--- src/rtl/shift_pkg.sv ---
// Shared types and sizing helpers for the parametrised PUF challenge shift register.
package shift_pkg;

    typedef enum logic [1:0] {
        HOLD = 2'b00,
        SHL  = 2'b01,
        SHR  = 2'b10,
        LOAD = 2'b11
    } shift_mode_t;

    // Bits needed to hold a fill count ranging over 0..depth.
    function automatic int cnt_w(input int depth);
        return $clog2(depth + 1);
    endfunction

endpackage

--- src/rtl/shift_lane.sv ---
// One DEPTH-bit shift lane: stage register plus the bit most recently shifted out.
module shift_lane #(
    parameter int DEPTH = 8
) (
    input  logic             clk,
    input  logic             rst,
    input  logic             clr,
    input  logic             shl,
    input  logic             shr,
    input  logic             load,
    input  logic             sin,
    input  logic [DEPTH-1:0] load_data,
    output logic [DEPTH-1:0] stages,
    output logic             sout
);

    logic [DEPTH-1:0] stage_p0;
    logic             sout_p0;
    logic [DEPTH-1:0] sin_lsb;
    logic [DEPTH-1:0] sin_msb;
    logic [DEPTH-1:0] shl_nxt;
    logic [DEPTH-1:0] shr_nxt;

    // Shift by whole-vector operations so DEPTH=1 needs no special case.
    assign sin_lsb = DEPTH'(sin);
    assign sin_msb = sin_lsb << (DEPTH - 1);
    assign shl_nxt = (stage_p0 << 1) | sin_lsb;
    assign shr_nxt = (stage_p0 >> 1) | sin_msb;

    // Stage p0: lane registers
    always_ff @(posedge clk or posedge rst) begin
        if (rst) begin
            stage_p0 <= '0;
            sout_p0  <= 1'b0;
        end else if (clr) begin
            stage_p0 <= '0;
            sout_p0  <= 1'b0;
        end else if (load) begin
            stage_p0 <= load_data;
        end else if (shl) begin
            stage_p0 <= shl_nxt;
            sout_p0  <= stage_p0[DEPTH-1];
        end else if (shr) begin
            stage_p0 <= shr_nxt;
            sout_p0  <= stage_p0[0];
        end
    end

    assign stages = stage_p0;
    assign sout   = sout_p0;

endmodule

--- src/rtl/shift_register_param.sv ---
// Multi-lane PUF challenge shift register with shared saturating fill counter and done pulse.
module shift_register_param #(
    parameter int WIDTH = 1,
    parameter int DEPTH = 8
) (
    input  logic                       clk,
    input  logic                       rst,
    input  logic                       en,
    input  logic [1:0]                 mode,
    input  logic                       clr,
    input  logic [WIDTH-1:0]           sin,
    input  logic [WIDTH*DEPTH-1:0]     load_data,
    output logic [WIDTH*DEPTH-1:0]     pout,
    output logic [WIDTH-1:0]           sout,
    output logic [$clog2(DEPTH+1)-1:0] count,
    output logic                       full,
    output logic                       done
);
    import shift_pkg::*;

    localparam int            CW      = cnt_w(DEPTH);
    localparam logic [CW-1:0] DEPTH_C = CW'(DEPTH);
    localparam logic [CW-1:0] LAST_C  = CW'(DEPTH - 1);

    function automatic logic [CW-1:0] sat_inc(input logic [CW-1:0] c);
        return (c == DEPTH_C) ? c : c + CW'(1);
    endfunction

    shift_mode_t   mode_e;
    logic          act;
    logic          do_shl;
    logic          do_shr;
    logic          do_load;
    logic          do_shift;
    logic [CW-1:0] count_p0;
    logic          done_p0;

    // clr wins over en and mode; en gates every non-clear operation.
    assign mode_e   = shift_mode_t'(mode);
    assign act      = en & ~clr;
    assign do_shl   = act && (mode_e == SHL);
    assign do_shr   = act && (mode_e == SHR);
    assign do_load  = act && (mode_e == LOAD);
    assign do_shift = do_shl | do_shr;

    for (genvar l = 0; l < WIDTH; l++) begin : g_lane
        shift_lane #(
            .DEPTH(DEPTH)
        ) u_lane (
            .clk      (clk),
            .rst      (rst),
            .clr      (clr),
            .shl      (do_shl),
            .shr      (do_shr),
            .load     (do_load),
            .sin      (sin[l]),
            .load_data(load_data[l*DEPTH +: DEPTH]),
            .stages   (pout[l*DEPTH +: DEPTH]),
            .sout     (sout[l])
        );
    end

    // Stage p0: shared fill counter and done pulse
    always_ff @(posedge clk or posedge rst) begin
        if (rst) begin
            count_p0 <= '0;
            done_p0  <= 1'b0;
        end else if (clr) begin
            count_p0 <= '0;
            done_p0  <= 1'b0;
        end else begin
            done_p0 <= do_shift && (count_p0 == LAST_C);
            if (do_load) begin
                count_p0 <= DEPTH_C;
            end else if (do_shift) begin
                count_p0 <= sat_inc(count_p0);
            end
        end
    end

    assign count = count_p0;
    assign full  = (count_p0 == DEPTH_C);
    assign done  = done_p0;

endmodule

--- config.mk ---
export PLATFORM = sky130hd
export DESIGN_NAME = shift_register_param
export DESIGN_NICKNAME = d
export VERILOG_FILES = /design/src/rtl/shift_pkg.sv /design/src/rtl/shift_lane.sv /design/src/rtl/shift_register_param.sv
export SDC_FILE = /design/constraint.sdc
export NUM_CORES = 1
export LEC_CHECK = 0
export ABC_CLOCK_PERIOD_IN_PS = 1000
export CORE_MARGIN = 2
export CORE_UTILIZATION = 35
export DETAILED_ROUTE_END_ITERATION = 8
export PLACE_DENSITY = 0.66
export SETUP_SLACK_MARGIN = 0.5
export SYNTH_ARGS = -nofsm -noshare
export SYNTH_HDL_FRONTEND = slang
export SYNTH_SLANG_ARGS = --single-unit
--- constraint.sdc ---
create_clock -name clk -period 1 [get_ports clk]
set_input_delay 0.25 -clock clk [delete_from_list [all_inputs] [get_ports clk]]
set_output_delay 0.25 -clock clk [all_outputs]
set_load 0.1 [all_outputs]
==> flow_summary.yaml <==
detailed_routing:
  via_count: 1041
  wl_per_cell_um: 15.58
  drtAntennaViolNets: 0
  avgViaCountPerCell: 5.450
  dr.first_iter.drc_count: 18
  drcViolationCount: 0
  dr.pass1.iters: 4
  drt-total-wl_mm: 2.975
global_routing:
  overflow: 0
  use_met2: 0.4056
  grt_start_max_net_pins: 15
  grt_usage: 0.2220
  grt.busiest_layer: "met2"
  first_global_vias: 1016
  grt_pass1_wl_mm: 4.643
  antenna_found_initial: 0
  grtUsageMet1: 0.2612
  met3_usage: 0.04098
sta:
  tightest_slew_ns: 0.2886
  finClkSkew_ns: 0.003974
  finalSetupViolations: 24
  finalHoldViolations: 0
  drv_slew: 0
  worst_slack_ns: -0.6050
  rsz0062_at_grt: "true"
  min_period_ns: 1.605
  max_freq_mhz: 623.1
  max_slew_margin: 0.8067
  setup_tns_ns: -6.432
  fin_crit_sh: 1.605
synthesis:
  yosysSeqAreaShare: 0.3966
  synth_top_cell_by_area: "dfrtp_1"
  syn_area_per_cell_um2: 9.298
  synth_fp_nets: 112
  synth_edf_count: 0
  postSynthCellCount: 95
  yosys_warnings: 0
  synth_common_cells: "dfrtp_1 (14), inv_1 (12), a21oi_1 (6), o221ai_1 (6), o22ai_1 (6)"
  synth_top_cell_area_share: 0.3966
  synth.most_common_cell: "dfrtp_1"
  synth_cell_types: 30
  synthArstFlopShare: 1.000
  synth.area.top_cells: "dfrtp_1 (40%), o221ai_1 (5.9%), inv_1 (5.1%), mux2i_1 (4.5%), o22ai_1 (4.2%)"
  syn-cell-area_um2: 883.3
  yosys_most_used_dff: "dfrtp_1"
  ys_ff_latch: 14
worst_setup_path:
  crit_fanout: 2
  rrSetupSlack_ns: -0.42
  end_kind: "output pin"
  critical_path_arrival_ns: 1.35
  critPathRequiredTime_ns: 0.75
  crit-reg2reg-capture: "count[3]$_DFFE_PP0P_"
  critPathLaunchType: "register"
  critPathKind: "register to output pin"
  regToRegStartpoint: "count[1]$_DFFE_PP0P_"
  reg2reg_depth: 6
cells_and_area:
  synthToLayoutAreaGrowth_pct: 121.4
  n_antenna_cell: 0
  fin_nets: 180
  utilization: 0.8040
  drive_gt1_frac: 0.6832
clock_network:
  clk_pin_slew_ns: 0.09
  cts-root-buf: "clkbuf_4"
  htree_levels: 1
  clockBufferDepth: 2
  cts.sinks: 14
  clock_latency_ns: 0.28
  cts_buffers: 3
  cts_tree: "yes"
  postCtsHoldBufs: 0
floorplanning:
  start_util: 0.3632
  core-area_um2: 2432
  die_w_um: 54.24
  dieArea_um2: 2941
  rows: 18
  die_y_um: 54.24
  ioPinCount: 30
pwr:
  ir_drop_v: 0.001089
  leakage_nw: 0.7893
  p_per_area_nw_per_um2: 1014
  power_mw: 1.984
place:
  gp_congestion: 0.8370
  dp_hpwl_mm: 1.831
  io_buffers: 29
status:
  violations: "negative setup slack"
  outcome: "finished, violations left"
job:
  maxCapViolations: 0
min_path:
  hp-class: "input pin to asynchronous set/reset pin"
==> per-stage QoR <==
| step | area (um^2) | setup WS (ns) | cells | hold slack [ns] |
|---|---|---|---|---|
| 3_5_place_dp | 1554 | -0.7314 | 168 | 0.5192 |
| 6_report | 1956 | -0.6050 | 191 | 0.2576 |
| 2_1_floorplan | 950.9 | -0.6751 | 95 | 0.1395 |
| 3_3_place_gp | 1554 | -0.6801 | 168 | 0.5132 |
| 4_1_cts | 1901 | -0.6265 | 191 | 0.2579 |
| 5_1_grt | 1956 | -0.6618 | 191 | 0.2832 |
==> layout by cell type, fill, tap and decap left out, types with 2 or more instances in the layout <==
cell type | synthesis | layout
clkdlybuf4s50_1 | 0 | 10
buf_6 | 2 | 16
a31oi_1 | 4 | 4
ha_4 | 0 | 2
buf_4 | 0 | 26
inv_1 | 12 | 7
nand4_1 | 3 | 3
o22ai_2 | 0 | 4
a21oi_2 | 0 | 2
o21bai_1 | 2 | 2
clkbuf_4 | 0 | 3
nor3_1 | 2 | 2
o221ai_2 | 0 | 5
inv_4 | 0 | 2
o31ai_1 | 2 | 2
nand2_1 | 4 | 3
and4b_1 | 2 | 2
dfrtp_4 | 0 | 14
nand3_2 | 0 | 2
inv_2 | 0 | 2
a21boi_0 | 2 | 2
o22ai_1 | 6 | 2
mux2i_1 | 4 | 3
a21oi_4 | 0 | 4
buf_2 | 4 | 3
buf_12 | 0 | 16
==> area by class of cell <==
class | instances | area [um^2]
well taps | 30 | 37.54
inverters | 12 | 53.80
flip-flops and latches | 14 | 402.9
fillers | 140 | 476.7
repair buffers | 72 | 825.8
multi-input cells | 60 | 613.1
clock buffers | 3 | 22.52
==> logic make-up (layout without fill, tap and decap cells) <==
family          after synthesis  after routing  share of synthesized area
compound gates               30             30                     0.2337
simple gates                 22             22                     0.1558
mux                           4              4                    0.04533
buf+inv                      21             87                     0.1119
fa+ha+maj                     2              2                    0.02832
xor+xnor                      2              2                    0.02834
flops                        14             14                     0.3966
==> critical path, stage by stage, from the launching register on <==
cell	delay [ns]
dfrtp_4	0.49
inv_4	0.07
ha_4	0.11
nand3b_1	0.12
clkinvlp_4	0.11
buf_12	0.16
==> routing by layer <==
metal	share of wire	routed length [um]	vias up
met5	0	0	-
met4	0.0037	11	0
met3	0.062	185	2
met2	0.56	1658	45
met1	0.38	1119	505
li1	-	-	489
==> timing repair <==
item / 4_1_cts / 5_1_grt
pin swaps: 7 / 7
setup endpoints to repair: 29 / 29
gates resized for setup: 60 / 11
setup buffers: 19 / 0
gates cloned: 1 / 0
==> power breakdown <==
part / internal (mW) / total (mW) / switching (mW)
combinational: 0.437 / 0.980 / 0.543
sequential: 0.625 / 0.673 / 0.0487
clock: 0.140 / 0.330 / 0.190
total: 1.20 / 1.98 / 0.782
==> how the worst max path moves through the flow <==
stage | start | end
6_report | count[0]$_DFFE_PP0P_ | full
5_1_grt | count[0]$_DFFE_PP0P_ | full
4_1_cts | count[1]$_DFFE_PP0P_ | full
3_5_place_dp | mode[1] | g_lane[0].u_lane.stages[3]$_DFFE_PP0P_
3_3_place_gp | mode[1] | g_lane[0].u_lane.stages[2]$_DFFE_PP0P_
2_1_floorplan | count[1]$_DFFE_PP0P_ | full
==> flip-flops by register name, summed over array words and instances, names as in the netlist <==
name and cells:
g_lane.u_lane.sout 1, done 1, count 4, g_lane.u_lane.stages 8
(Power assumes the default switching activity.)
